==> src/rtl/apb_txn_arbiter.sv <==
// Round-robin arbiter/sequencer sharing one APB master port among NUM_REQ requesters.
// One command per grant: SETUP, ACCESS_CYCLES access cycles, then a one-cycle response.
module apb_txn_arbiter #(
    parameter int NUM_REQ       = 4,
    parameter int ADDR_W        = 32,
    parameter int DATA_W        = 32,
    parameter int ACCESS_CYCLES = 1
) (
    input  logic                       PCLK,
    input  logic                       PRESET,
    input  logic [NUM_REQ-1:0]         req_valid,
    input  logic [NUM_REQ-1:0]         req_write,
    input  logic [NUM_REQ*ADDR_W-1:0]  req_addr,
    input  logic [NUM_REQ*DATA_W-1:0]  req_wdata,
    output logic [NUM_REQ-1:0]         req_ready,
    output logic [NUM_REQ-1:0]         resp_valid,
    output logic [DATA_W-1:0]          resp_rdata,
    output logic                       resp_err,
    output logic                       TRANSFER,
    output logic                       read,
    output logic                       write,
    output logic [ADDR_W-1:0]          apb_write_address,
    output logic [DATA_W-1:0]          apb_write_data,
    output logic [ADDR_W-1:0]          apb_read_address,
    input  logic [DATA_W-1:0]          apb_read_out,
    input  logic                       PSLVERR,
    output logic                       busy,
    output logic [7:0]                 err_count
);

    localparam int IW = (NUM_REQ > 1) ? $clog2(NUM_REQ) : 1;
    localparam int CW = (ACCESS_CYCLES > 1) ? $clog2(ACCESS_CYCLES) : 1;

    typedef enum logic [1:0] {S_IDLE, S_SETUP, S_ACCESS, S_RESP} state_t;

    state_t              state_q, state_d;
    logic [IW-1:0]       last_q, last_d;
    logic [IW-1:0]       win_q, win_d;
    logic [CW-1:0]       cnt_q, cnt_d;
    logic                xfer_q, xfer_d;
    logic                rd_q, rd_d;
    logic                wr_q, wr_d;
    logic [ADDR_W-1:0]   waddr_q, waddr_d;
    logic [ADDR_W-1:0]   raddr_q, raddr_d;
    logic [DATA_W-1:0]   wdata_q, wdata_d;
    logic [NUM_REQ-1:0]  ready_q, ready_d;
    logic [NUM_REQ-1:0]  rvalid_q, rvalid_d;
    logic [DATA_W-1:0]   rdata_q, rdata_d;
    logic                rerr_q, rerr_d;
    logic [7:0]          errcnt_q, errcnt_d;
    logic                busy_q, busy_d;

    logic                found;
    logic [IW-1:0]       pick;
    logic [IW-1:0]       cand;

    // Scan last+1, last+2, ... so the most recent winner has lowest priority.
    always_comb begin
        found = 1'b0;
        pick  = last_q;
        cand  = last_q;
        for (int unsigned k = 1; k <= NUM_REQ; k++) begin
            cand = IW'((32'(last_q) + k) % NUM_REQ);
            if (!found && req_valid[cand]) begin
                found = 1'b1;
                pick  = cand;
            end
        end
    end

    always_comb begin
        state_d  = state_q;
        last_d   = last_q;
        win_d    = win_q;
        cnt_d    = cnt_q;
        xfer_d   = xfer_q;
        rd_d     = rd_q;
        wr_d     = wr_q;
        waddr_d  = waddr_q;
        raddr_d  = raddr_q;
        wdata_d  = wdata_q;
        ready_d  = '0;
        rvalid_d = '0;
        rdata_d  = rdata_q;
        rerr_d   = rerr_q;
        errcnt_d = errcnt_q;
        busy_d   = busy_q;

        unique case (state_q)
            S_IDLE: begin
                if (found) begin
                    state_d       = S_SETUP;
                    last_d        = pick;
                    win_d         = pick;
                    xfer_d        = 1'b1;
                    wr_d          = req_write[pick];
                    rd_d          = ~req_write[pick];
                    waddr_d       = req_addr[pick*ADDR_W +: ADDR_W];
                    raddr_d       = req_addr[pick*ADDR_W +: ADDR_W];
                    wdata_d       = req_write[pick] ? req_wdata[pick*DATA_W +: DATA_W] : '0;
                    ready_d[pick] = 1'b1;
                    busy_d        = 1'b1;
                end
            end
            S_SETUP: begin
                state_d = S_ACCESS;
                cnt_d   = '0;
            end
            S_ACCESS: begin
                if (cnt_q == CW'(ACCESS_CYCLES - 1)) begin
                    state_d         = S_RESP;
                    xfer_d          = 1'b0;
                    rd_d            = 1'b0;
                    wr_d            = 1'b0;
                    rdata_d         = wr_q ? '0 : apb_read_out;
                    rerr_d          = PSLVERR;
                    rvalid_d[win_q] = 1'b1;
                end else begin
                    cnt_d = cnt_q + 1'b1;
                end
            end
            S_RESP: begin
                state_d = S_IDLE;
                busy_d  = 1'b0;
                if (rerr_q && errcnt_q != 8'hFF) begin
                    errcnt_d = errcnt_q + 8'd1;
                end
            end
            default: state_d = S_IDLE;
        endcase
    end

    always_ff @(posedge PCLK) begin
        if (PRESET) begin
            state_q  <= S_IDLE;
            last_q   <= IW'(NUM_REQ - 1);
            win_q    <= '0;
            cnt_q    <= '0;
            xfer_q   <= 1'b0;
            rd_q     <= 1'b0;
            wr_q     <= 1'b0;
            waddr_q  <= '0;
            raddr_q  <= '0;
            wdata_q  <= '0;
            ready_q  <= '0;
            rvalid_q <= '0;
            rdata_q  <= '0;
            rerr_q   <= 1'b0;
            errcnt_q <= '0;
            busy_q   <= 1'b0;
        end else begin
            state_q  <= state_d;
            last_q   <= last_d;
            win_q    <= win_d;
            cnt_q    <= cnt_d;
            xfer_q   <= xfer_d;
            rd_q     <= rd_d;
            wr_q     <= wr_d;
            waddr_q  <= waddr_d;
            raddr_q  <= raddr_d;
            wdata_q  <= wdata_d;
            ready_q  <= ready_d;
            rvalid_q <= rvalid_d;
            rdata_q  <= rdata_d;
            rerr_q   <= rerr_d;
            errcnt_q <= errcnt_d;
            busy_q   <= busy_d;
        end
    end

    assign req_ready         = ready_q;
    assign resp_valid        = rvalid_q;
    assign resp_rdata        = rdata_q;
    assign resp_err          = rerr_q;
    assign TRANSFER          = xfer_q;
    assign read              = rd_q;
    assign write             = wr_q;
    assign apb_write_address = waddr_q;
    assign apb_write_data    = wdata_q;
    assign apb_read_address  = raddr_q;
    assign busy              = busy_q;
    assign err_count         = errcnt_q;

endmodule

==> config.mk <==
export PLATFORM = sky130hd
export DESIGN_NAME = apb_txn_arbiter
export DESIGN_NICKNAME = d
export VERILOG_FILES = /design/src/rtl/apb_txn_arbiter.sv
export SDC_FILE = /design/constraint.sdc
export NUM_CORES = 1
export LEC_CHECK = 0
export CAP_MARGIN = 5
export CORE_AREA = 2 2 175 177
export DETAILED_ROUTE_END_ITERATION = 12
export DIE_AREA = 0 0 177 179
export GPL_TIMING_DRIVEN = 0
export SETUP_SLACK_MARGIN = 0.5
export SLEW_MARGIN = 20
export SYNTH_ARGS = -nofsm -noshare
export SYNTH_HDL_FRONTEND = slang
export SYNTH_SLANG_ARGS = --single-unit
export TNS_END_PERCENT = 20
==> constraint.sdc <==
create_clock -name PCLK -period 5.68 [get_ports PCLK]
set_input_delay 1.136 -clock PCLK [delete_from_list [all_inputs] [get_ports PCLK]]
set_output_delay 1.136 -clock PCLK [all_outputs]
set_load 0.01 [all_outputs]
==> results.md, run 1 <==
- Run status: finished clean
- Syn avg cell area: 7.72 um^2
- H-tree Lvls: 4
- Die height: 179 um
- Synth Area in Simple Gates: 27.0%
- Clock skew: 0.0100 ns
- Hold Vio Cnt, Final: 0
- Critical Path RT: 6.03 ns
- FFs w/ async S/R, synth: 0%
- Sw Share: 41.8%
- Crit path DAT: 3.84 ns
- Rows: 64
- Drt pass-1 iters: 5
- Routed length per instance: 20.2 um
- RSZ-0062 raised after global routing: false
- Detail Route Antenna Nets: 0
- Most frequent cells in the layout: clkdlybuf4s50_1, nand2_1, dfxtp_1
- Crit path kind: in -> reg
- P_sw: 0.00219 W
- Mapped Area: 0.00694 mm^2
- VDD IR-drop max: 0.188 mV
- Worst skew pair latency: 0.41 ns
- Warnings, synthesis: 0
- Sequential fraction of the synthesis area: 35.5%
- P per Cell Area: 420 mW/mm^2
- Port Buf Inserts: 446
- Area delta synth->final: 79.3%
- Post-synth EDFFs: 0
- Synthesized Nets: 1,203
- Max-slew headroom: 40.8%
- Cells after Synth: 899
- PostCTS Resize Cnt: 0
- Vias in the first global route: 8,597
- Post-route DRC: 0
- Core Box Area: 0.0300 mm^2
- Worst hold path class: reg -> reg
- Cell area after placement: 0.0119 mm^2
- Most common cell after layout, fill and taps aside: clkdlybuf4s50_1
- Clock power frac: 19.6%
- Post-synthesis mux area share: 0.433%
- Crit start category: primary input
- Total number of vias: 8,538
- Share of layout cells above drive strength 1: 6.76%
- DRC violation total after the first TritonRoute iteration: 455
- Pleak: 4.77 nW
- CTS Buffer Depth: 2
- Hold_buf cts: 0
- Seq pwr share: 23.7%
- Global router's overall resource usage: 21.7%
- Worst Setup End Kind: flip-flop
- Largest net degree at the start of global routing: 17
- Distinct cells, synth: 43
- Synthesis-stage register bit count: 123
- Initial Util: 23.1%
- Slew Limit Fails: 0
- Die width: 177 um
- CP Max Fanout: 10
- Routability Congestion: 0.911
- Total CTS buffers: 17
- Xor and xnor area share after synthesis: 0.631%
- Vias per inst: 4.82
- Combinational share of power: 56.7%
- Internal power: 0.00304 W
- Clock slew at the register clock pins of the worst setup and hold paths: 0.06 ns
- First-pass GRT wire length: 51.8 mm
- DRT Wirelength: 35.9 mm
- Max Cap Viol: 0
- Setup violations, final: 0
- Die footprint: 0.0317 mm^2
- Adder-cell share of the synthesized area: 0.902%
- Main combinational cell family by area after synthesis: simple AND/OR/NAND/NOR gates
- GRT Residual Overflow: 0
- Root Buffer: clkbuf_16
- Fin crit share: 61.4%
- Fin area: 0.0124 mm^2
- Nets: 1,668
- Complex-gate fraction of the synthesized area: 26.2%
- Final setup TNS: 0 ns
- CTS tree: yes
- Post-layout min period: 3.49 ns
- Fmax: 287 MHz
- # IOs: 448
- Initial antenna violation count: 2
- Clk sinks: 123
- Hpwl dp: 28.0 mm
- Slew @ Worst Pin: 0.864 ns
- Setup bufs post-CTS: 0
- Leading register cell type out of synthesis: dfxtp_1
-- flip-flops by register name (all words and copies together), names as in the netlist, 2 cells and up --
signal and flops:
last_q 2, req_ready 4, err_count 8, win_q 2, apb_write_data 32, apb_read_address 32
resp_valid 4, resp_rdata 32, state_q 2
-- cells by family after synthesis --
kind of cell | after synthesis
AND/OR/NAND/NOR | 381
AO/OA/AOI/OAI | 254
buffers and inverters | 128
flip-flops | 123
XOR/XNOR | 5
adder cells (fa/ha/maj) | 5
multiplexers | 3
-- metal layers --
layer | part of all wire (%) | global-route usage, % | vias to the layer above
met1 | 41 | 25.8 | 4034
li1 | - | - | 4122
met5 | 0 | 0 | -
met2 | 49 | 37.8 | 337
met3 | 8.1 | 6.62 | 45
met4 | 2.3 | 6.13 | 0
-- per-stage QoR --
| stage | util (%) | instances | worst slack (ns) | total power [W] | hold WS [ns] |
|---|---|---|---|---|---|
| 2_1_floorplan | - | 899 | 2.95 | 0.00279 | 0.430 |
| 3_3_place_gp | 39.6 | 1741 | 1.55 | 0.00422 | 0.444 |
| 3_5_place_dp | 39.6 | 1741 | 1.63 | 0.00424 | 0.449 |
| 4_1_cts | 41.4 | 1772 | 2.07 | 0.00529 | 0.465 |
| 5_1_grt | 41.4 | 1772 | 1.97 | 0.00558 | 0.490 |
| 6_report | 41.4 | 1773 | 2.19 | 0.00523 | 0.461 |
-- Yosys cell counts, types with 2 or more instances --
cell | number | area, um^2
nor4_1 | 2 | 12.5
nand4_1 | 3 | 18.8
inv_1 | 6 | 22.5
a211oi_1 | 67 | 503
clkbuf_1 | 62 | 233
a311o_1 | 32 | 320
mux2i_1 | 3 | 30.0
a31o_1 | 32 | 280
buf_1 | 3 | 11.3
and3_1 | 68 | 425
or3_1 | 2 | 12.5
ha_1 | 5 | 62.6
nor3b_1 | 33 | 248
a32oi_1 | 3 | 26.3
a31oi_1 | 32 | 200
nand2_1 | 171 | 642
buf_2 | 20 | 100
buf_4 | 36 | 270
nor2b_1 | 37 | 231
dfxtp_1 | 123 | 2460
nand2b_1 | 3 | 18.8
nor2_1 | 52 | 195
xor2_1 | 4 | 35.0
a21oi_1 | 75 | 375
nand3_1 | 4 | 20.0
o21ai_0 | 4 | 20.0
-- layout make-up --
class,instances,area (um^2)
Buffer,122,626
Clock buffer,19,453
Timing Repair Buffer,446,4460
Multi-Input combinational cell,648,3830
Clock inverter,12,90.1
Inverter,6,22.5
Fill cell,3110,17600
Antenna cell,1,2.50
Tap cell,396,495
Sequential cell,123,2460
-- critical path, stage by stage --
cell	delay, ns
clkdlybuf4s50_1	0.51
o21a_1	0.23
o21ai_2	0.26
buf_2	0.36
a32oi_1	0.10
mux2i_1	0.70
buf_2	0.37
a31o_1	0.16
-- final timing paths --
| kind | startpoint | to | cells past startpoint | slack (ns) |
|---|---|---|---|---|
| setup reg to reg | last_q[1] | apb_write_data[2] | 7 | 3.05 |
| hold / removal | read | read | 2 | 0.46 |
| setup / recovery | req_valid[1] | apb_write_data[2] | 8 | 2.19 |
| hold reg to reg | read | read | 2 | 0.46 |
-- power groups by stage --
stage	Clock, W	Sequential (W)	Combinational, W
finish	0.00102	0.00124	0.00296
global route	0.00109	0.00127	0.00322
CTS	0.00106	0.00124	0.00299
detailed placement	0	0.00126	0.00298
global placement	0	0.00125	0.00296
floorplan	0	0.00132	0.00147
(Power assumes the default switching activity.)
==> inputs of run 2 (changes only) <==
--- a/config.mk
+++ b/config.mk
@@ -6,9 +6,9 @@
 export NUM_CORES = 1
 export LEC_CHECK = 0
 export CAP_MARGIN = 5
-export CORE_AREA = 2 2 175 177
+export CORE_AREA = 2 2 172 174
 export DETAILED_ROUTE_END_ITERATION = 12
-export DIE_AREA = 0 0 177 179
+export DIE_AREA = 0 0 174 176
 export GPL_TIMING_DRIVEN = 0
 export SETUP_SLACK_MARGIN = 0.5
 export SLEW_MARGIN = 20
==> constraint.sdc (replaced) <==
create_clock -name PCLK -period 3.6 [get_ports PCLK]
set_input_delay 0.72 -clock PCLK [delete_from_list [all_inputs] [get_ports PCLK]]
set_output_delay 0.72 -clock PCLK [all_outputs]
set_load 0.01 [all_outputs]
==> run 2 against run 1 <==
Compared with the run above:
- final cell count decreased by 0.34%
- setup slack got worse by 1.6 ns
- sequential power increased by 58%
- sequential cell count unchanged
- power up 63%
- first-iteration DRC count decreased by 10%
- die area fell by 3.3%
- core utilization up 2.5 points
- clock-buffer cell count is the same
- critical endpoint is now apb_write_data[28]
- largest power group unchanged
==> results.md, run 2 (synthesis gave the netlist of run 1 again) <==
- Run status: finished clean (unchanged)
- Seq pwr share: 23.0% (was 23.7%)
- Worst path slowest cell: clkdlybuf4s50_1 (was mux2i_1)
- Max-slew headroom: 46.2% (was 40.8%)
- Slew @ Worst Pin: 0.808 ns (was 0.864 ns)
- Top delay family on crit path: buffers and inverters (unchanged)
- Crit-path cells: clkdlybuf4s50_1 -> nor2b_1 -> a21oi_1 -> nand2_2 -> buf_4 -> clkbuf_1 -> nand2_1 -> a31oi_1 -> a31o_1 (was clkdlybuf4s50_1 -> o21a_1 -> o21ai_2 -> buf_2 -> a32oi_1 -> mux2i_1 -> buf_2 -> a31o_1)
- Crit path DAT: 3.38 ns (was 3.84 ns)
- Die height: 176 um (was 179 um)
- Setup violations, final: 0 (unchanged)
- Routing usage on met3: 5.28% (was 6.62%)
- VDD IR-drop max: 0.276 mV (was 0.188 mV)
- Die footprint: 0.0306 mm^2 (was 0.0317 mm^2)
- Total power: 0.00851 W (was 0.00523 W)
- Met2 GRT Util: 39.7% (was 37.8%)
- Max Cap Viol: 0 (unchanged)
- Internal power: 0.00503 W (was 0.00304 W)
- CP max stage delay: 0.63 ns (was 0.70 ns)
- Worst Setup End Kind: flip-flop (unchanged)
- CTS tree: yes (unchanged)
- Post-layout min period: 3.03 ns
- Total CTS buffers: 17 (unchanged)
- Die width: 174 um (was 177 um)
- Post-route DRC: 0 (unchanged)
- H-tree Lvls: 4 (unchanged)
- Core Box Area: 0.0285 mm^2 (was 0.0300 mm^2)
- Area delta synth->final: 80.7% (was 79.3%)
- Root Buffer: clkbuf_16 (unchanged)
- Total number of vias: 8,636 (was 8,538)
- Vias in the first global route: 8,607 (was 8,597)
- Global router's overall resource usage: 22.9% (was 21.7%)
- # IOs: 448 (unchanged)
- Critical Path RT: 3.96 ns (was 6.03 ns)
- Clk sinks: 123 (unchanged)
- Crit path kind: in -> reg (unchanged)
- Combinational share of power: 55.4% (was 56.7%)
- Initial Util: 24.3% (was 23.1%)
- Final setup TNS: 0 ns (unchanged)
- P_sw: 0.00348 W (was 0.00219 W)
- Hold_buf cts: 0 (unchanged)
- GRT Residual Overflow: 0 (unchanged)
- Most common cell after layout, fill and taps aside: clkdlybuf4s50_1 (unchanged)
- Share of layout cells above drive strength 1: 7.10% (was 6.76%)
- Fin util: 43.9% (was 41.4%)
- Drt pass-1 iters: 5 (unchanged)
- Post-Layout Cell Count: 1,767 (was 1,773)
- Clock slew at the register clock pins of the worst setup and hold paths: 0.06 ns (about the same)
- Busiest grt layer: met2 (unchanged)
- Nets: 1,672 (was 1,668)
- Detail Route Antenna Nets: 0 (unchanged)
- Routed length per instance: 20.6 um (was 20.2 um)
- Met1 GRT Util: 28.1% (was 25.8%)
- RSZ-0062 raised after global routing: true (was false)
- First-pass GRT wire length: 53.5 mm (was 51.8 mm)
- Port Buf Inserts: 446 (unchanged)
- Slew Limit Fails: 0 (unchanged)
- Crit start category: primary input (unchanged)
- Hold Vio Cnt, Final: 0 (unchanged)
- Clock power frac: 21.6% (was 19.6%)
- Sw Share: 40.8% (was 41.8%)
- DRT Wirelength: 36.4 mm (was 35.9 mm)
- Cell area after placement: 0.0119 mm^2 (about the same)
- Vias per inst: 4.89 (was 4.82)
- Rows: 62 (was 64)
- Worst hold path class: reg -> reg (unchanged)
- Pleak: 4.83 nW (was 4.77 nW)
- Buf+Inv Stages, Crit Path: 3 (unchanged)
- Fmax: 330 MHz
- CTS Buffer Depth: 2 (unchanged)
- Initial antenna violation count: 4 (was 2)
- Hpwl dp: 28.3 mm (was 28.0 mm)
- Clock skew: 0.00878 ns (was 0.0100 ns)
- Most frequent cells in the layout: clkdlybuf4s50_1, nand2_1, dfxtp_1 (unchanged)
- Routability Congestion: 0.930 (was 0.911)
- Fin crit share: 84.1%
- DP Cell Count: 1,729 (was 1,741)
- CP Max Fanout: 10 (unchanged)
- DRC violation total after the first TritonRoute iteration: 409 (was 455)
- Fin area: 0.0125 mm^2 (was 0.0124 mm^2)
- Worst skew pair latency: 0.41 ns (about the same)
- P per Cell Area: 678 mW/mm^2 (was 420 mW/mm^2)
- Largest net degree at the start of global routing: 17 (unchanged)
run 2: changes by cell type in the layout (fill, tap and decap cells not counted):
| cell | delta |
|---|---|
| buf_4 | +4 |
| bufinv_16 | +3 |
| clkinvlp_4 | -3 |
| diode_2 | +2 |
| clkinv_2 | -1 |
| clkinv_4 | +1 |
| mux2i_1 | -1 |
| mux2i_2 | +1 |
run 2: per-layer routing:
metal / wire (um) / vias to the layer above
li1: - / 4126
met1: 15300 / 4095
met2: 17800 / 365
met3: 2420 / 48
met4: 864 / 2
met5: 11 / -
run 2: what timing repair did:
item / CTS / global route
pin swaps: 0 / 1
hold endpoints to repair: 0 / 0
buffers inserted: 0 / 4
resized for setup: 1 / 0
setup endpoints to repair: 30 / 29
run 2: worst register-to-register path, cell delays in order (launching register included):
cell and delay, ns:
dfxtp_1 0.30, buf_4 0.16, nor3_2 0.24, a21oi_1 0.09, nand2_2 0.15, buf_4 0.23
clkbuf_1 0.55, nand2_1 0.15, a31oi_1 0.35, a31o_1 0.19
run 2: power groups by stage:
| stage | Combinational, W | Clock [W] | Sequential [W] |
|---|---|---|---|
| finish | 0.00471 | 0.00184 | 0.00196 |
| detailed placement | 0.00469 | 0 | 0.00199 |
| global route | 0.00508 | 0.00195 | 0.00200 |
| CTS | 0.00471 | 0.00189 | 0.00196 |
| floorplan | 0.00232 | 0 | 0.00208 |
| global placement | 0.00467 | 0 | 0.00198 |
run 2: per-stage QoR:
| stage | hold WS [ns] | setup WS, ns |
|---|---|---|
| 2_1_floorplan | 0.430 | 1.29 |
| 4_1_cts | 0.475 | 0.511 |
| 6_report | 0.469 | 0.574 |
| 3_5_place_dp | 0.466 | -0.0363 |
| 5_1_grt | 0.503 | 0.437 |
| 3_3_place_gp | 0.454 | 0.00625 |
run 2: worst paths after layout:
path / from / end / slack [ns] / depth (start not counted)
min reg2reg: apb_read_address[14] / apb_read_address[14] / 0.47 / 2
max: req_valid[1] / apb_write_data[28] / 0.57 / 9
max reg2reg: last_q[1] / apb_write_data[28] / 1.12 / 9
min: apb_read_address[14] / apb_read_address[14] / 0.47 / 2
run 2: cell type report:
| type | count | area (um^2) |
|---|---|---|
| flip-flops and latches | 123 | 2460 |
| diodes | 3 | 7.51 |
| multi-input cells | 648 | 3830 |
| clock inverters | 12 | 161 |
| fillers | 2950 | 16000 |
| inverters | 6 | 22.5 |
| well taps | 384 | 480 |
| plain buffers | 122 | 626 |
| clock buffers | 19 | 453 |
| repair buffers | 450 | 4490 |
==> inputs of run 3 (changes only) <==
==> constraint.sdc (replaced) <==
create_clock -name PCLK -period 3.15 [get_ports PCLK]
set_input_delay 0.63 -clock PCLK [delete_from_list [all_inputs] [get_ports PCLK]]
set_output_delay 0.63 -clock PCLK [all_outputs]
set_load 0.01 [all_outputs]
==> run 3 against run 2 <==
Compared with the run above:
- die area unchanged
- setup slack about the same
- via count increased by 0.22%
- wire length about the same
- combinational power increased by 16%
- clock skew about the same
- sequential cell count unchanged
- sequential power increased by 14%
==> results.md, run 3 (synthesis gave the netlist of run 1 again) <==
- Buf+Inv Stages, Crit Path: 3 (unchanged)
- P_sw: 0.00400 W (was 0.00348 W)
- # IOs: 448 (unchanged)
- RSZ-0062 raised after global routing: true (unchanged)
- Setup violations, final: 0 (unchanged)
- VDD IR-drop max: 0.315 mV (was 0.276 mV)
- Detail Route Antenna Nets: 0 (unchanged)
- Crit path DAT: 2.89 ns (was 3.38 ns)
- Most common cell after layout, fill and taps aside: clkdlybuf4s50_1 (unchanged)
- Slew @ Worst Pin: 0.764 ns (was 0.808 ns)
- Hpwl dp: 28.3 mm (unchanged)
- Seq pwr share: 22.8% (was 23.0%)
- First-pass GRT wire length: 53.6 mm (was 53.5 mm)
- Initial antenna violation count: 5 (was 4)
- Core Box Area: 0.0285 mm^2 (unchanged)
- Crit start category: primary input (unchanged)
- Hold Vio Cnt, Final: 0 (unchanged)
- Crit-path cells: clkdlybuf4s50_1 -> o21a_1 -> o21ai_4 -> nand2_2 -> buf_4 -> clkbuf_2 -> a211oi_1 -> a31oi_1 -> a31o_1 (was clkdlybuf4s50_1 -> nor2b_1 -> a21oi_1 -> nand2_2 -> buf_4 -> clkbuf_1 -> nand2_1 -> a31oi_1 -> a31o_1)
- Initial Util: 24.3% (unchanged)
- Filler cells: 2,947 (was 2,950)
- Slew Limit Fails: 0 (unchanged)
- Clk sinks: 123 (unchanged)
- Most frequent cells in the layout: clkdlybuf4s50_1, nand2_1, dfxtp_1 (unchanged)
- Vias in the first global route: 8,613 (was 8,607)
- Clock slew at the register clock pins of the worst setup and hold paths: 0.06 ns (about the same)
- Sw Share: 40.8% (about the same)
- CP Max Fanout: 10 (unchanged)
- Max-slew headroom: 49.1% (was 46.2%)
- Clock power frac: 21.5% (was 21.6%)
- Hold WS: 0.469 ns (about the same)
- Post-route DRC: 0 (unchanged)
- CTS tree: yes (unchanged)
- Top delay family on crit path: compound AO/OA/AOI/OAI gates (was buffers and inverters)
- CP max stage delay: 0.51 ns (was 0.63 ns)
- H-tree Lvls: 4 (unchanged)
- Routed length per instance: 20.6 um (about the same)
- Pleak: 4.90 nW (was 4.83 nW)
- Critical Path RT: 3.46 ns (was 3.96 ns)
- Die height: 176 um (unchanged)
- Drt pass-1 iters: 6 (was 5)
- Root Buffer: clkbuf_16 (unchanged)
- Area delta synth->final: 82.1% (was 80.7%)
- Post-layout min period: 2.58 ns
- CTS Buffer Depth: 2 (unchanged)
- Worst hold path class: reg -> reg (unchanged)
- Clock skew: 0.00918 ns (was 0.00878 ns)
- Crit path kind: in -> reg (unchanged)
- GRT Residual Overflow: 0 (unchanged)
- Rows: 62 (unchanged)
- Post-Layout Cell Count: 1,767 (unchanged)
- Vias per inst: 4.90 (was 4.89)
- Combinational share of power: 55.7% (was 55.4%)
- Fin crit share: 81.8%
- Largest net degree at the start of global routing: 17 (unchanged)
- Share of layout cells above drive strength 1: 8.99% (was 7.10%)
- Worst path slowest cell: clkdlybuf4s50_1 (unchanged)
- Internal power: 0.00580 W (was 0.00503 W)
- Total power: 0.00980 W (was 0.00851 W)
- DRT Wirelength: 36.4 mm (about the same)
- Global router's overall resource usage: 22.9% (about the same)
- Max Cap Viol: 0 (unchanged)
- DP Cell Count: 1,729 (unchanged)
- Total number of vias: 8,655 (was 8,636)
- Routability Congestion: 0.930 (unchanged)
- Fmax: 388 MHz
- P per Cell Area: 775 mW/mm^2 (was 678 mW/mm^2)
- Total CTS buffers: 17 (unchanged)
- Worst skew pair latency: 0.41 ns (about the same)
- Run status: finished clean (unchanged)
- Die footprint: 0.0306 mm^2 (unchanged)
- Port Buf Inserts: 446 (unchanged)
- Nets: 1,672 (unchanged)
- Worst Setup End Kind: flip-flop (unchanged)
- Die width: 174 um (unchanged)
- DRC violation total after the first TritonRoute iteration: 401 (was 409)
==> run 3: changes by cell type in the layout (fill, tap and decap cells not counted), moves of 2 or more <==
cell	before	now
clkdlybuf4s50_1	446	444
buf_2	20	18
clkbuf_2	0	16
a211oi_2	0	9
a211oi_1	67	58
clkbuf_1	62	46
==> run 3: metal layers <==
metal	global-route usage, %	vias up	routed length, um
met5	0	-	11
met4	7.28	2	970
met3	5.28	59	2390
met2	39.7	363	17600
met1	28.1	4106	15300
li1	-	4125	-
==> run 3: worst paths after layout <==
kind	slack, ns	start	end	depth (start not counted)
worst max-delay path	0.57	req_valid[0]	apb_write_data[24]	9
worst max register to register	0.83	last_q[1]	apb_write_data[28]	9
worst min register to register	0.47	apb_read_address[14]	apb_read_address[14]	2
worst min-delay path	0.47	apb_read_address[14]	apb_read_address[14]	2
==> run 3: cell type report <==
type | count | area, um^2 | share of cell area, %
Multi-Input combinational cell | 648 | 3910 | 30.9
Buffer | 122 | 651 | 5.15
Timing Repair Buffer | 450 | 4500 | 35.6
Clock buffer | 19 | 453 | 3.58
Sequential cell | 123 | 2460 | 19.5
Antenna cell | 3 | 7.51 | 0.0594
Tap cell | 384 | 480 | 3.80
Inverter | 6 | 22.5 | 0.178
Clock inverter | 12 | 161 | 1.28
==> run 3: timing repair <==
item	in CTS	in global routing
gates cloned	0	0
hold buffers	0	0
setup endpoints to repair	69	64
setup buffers	4	0
pin swaps	1	1
resized for setup	12	35
==> run 3: metrics by stage <==
stage          setup WS, ns  area, um^2  utilization [%]  setup TNS [ns]
2_1_floorplan         0.929        6940                -               0
3_5_place_dp         -0.396       11900             41.6          -17.21
6_report              0.574       12600             44.3               0
5_1_grt               0.466       12600             44.3               0
3_3_place_gp         -0.354       11900             41.6          -14.41
4_1_cts               0.409       12600             44.0               0
==> run 3: tightest hold or removal path: cells and delay by family (launching register included) <==
family | cells | cell delay [ns]
AOI/OAI and AO/OA | 1 | 0.05
DFF | 1 | 0.32
and+or+nand+nor | 1 | 0.05
==> run 3: power groups by stage <==
stage,sequential (W),combinational [W],clock (W)
3_5_place_dp,0.00227,0.00536,0
4_1_cts,0.00224,0.00545,0.00216
2_1_floorplan,0.00238,0.00265,0
6_report,0.00224,0.00546,0.00210
5_1_grt,0.00229,0.00589,0.00223
3_3_place_gp,0.00226,0.00534,0
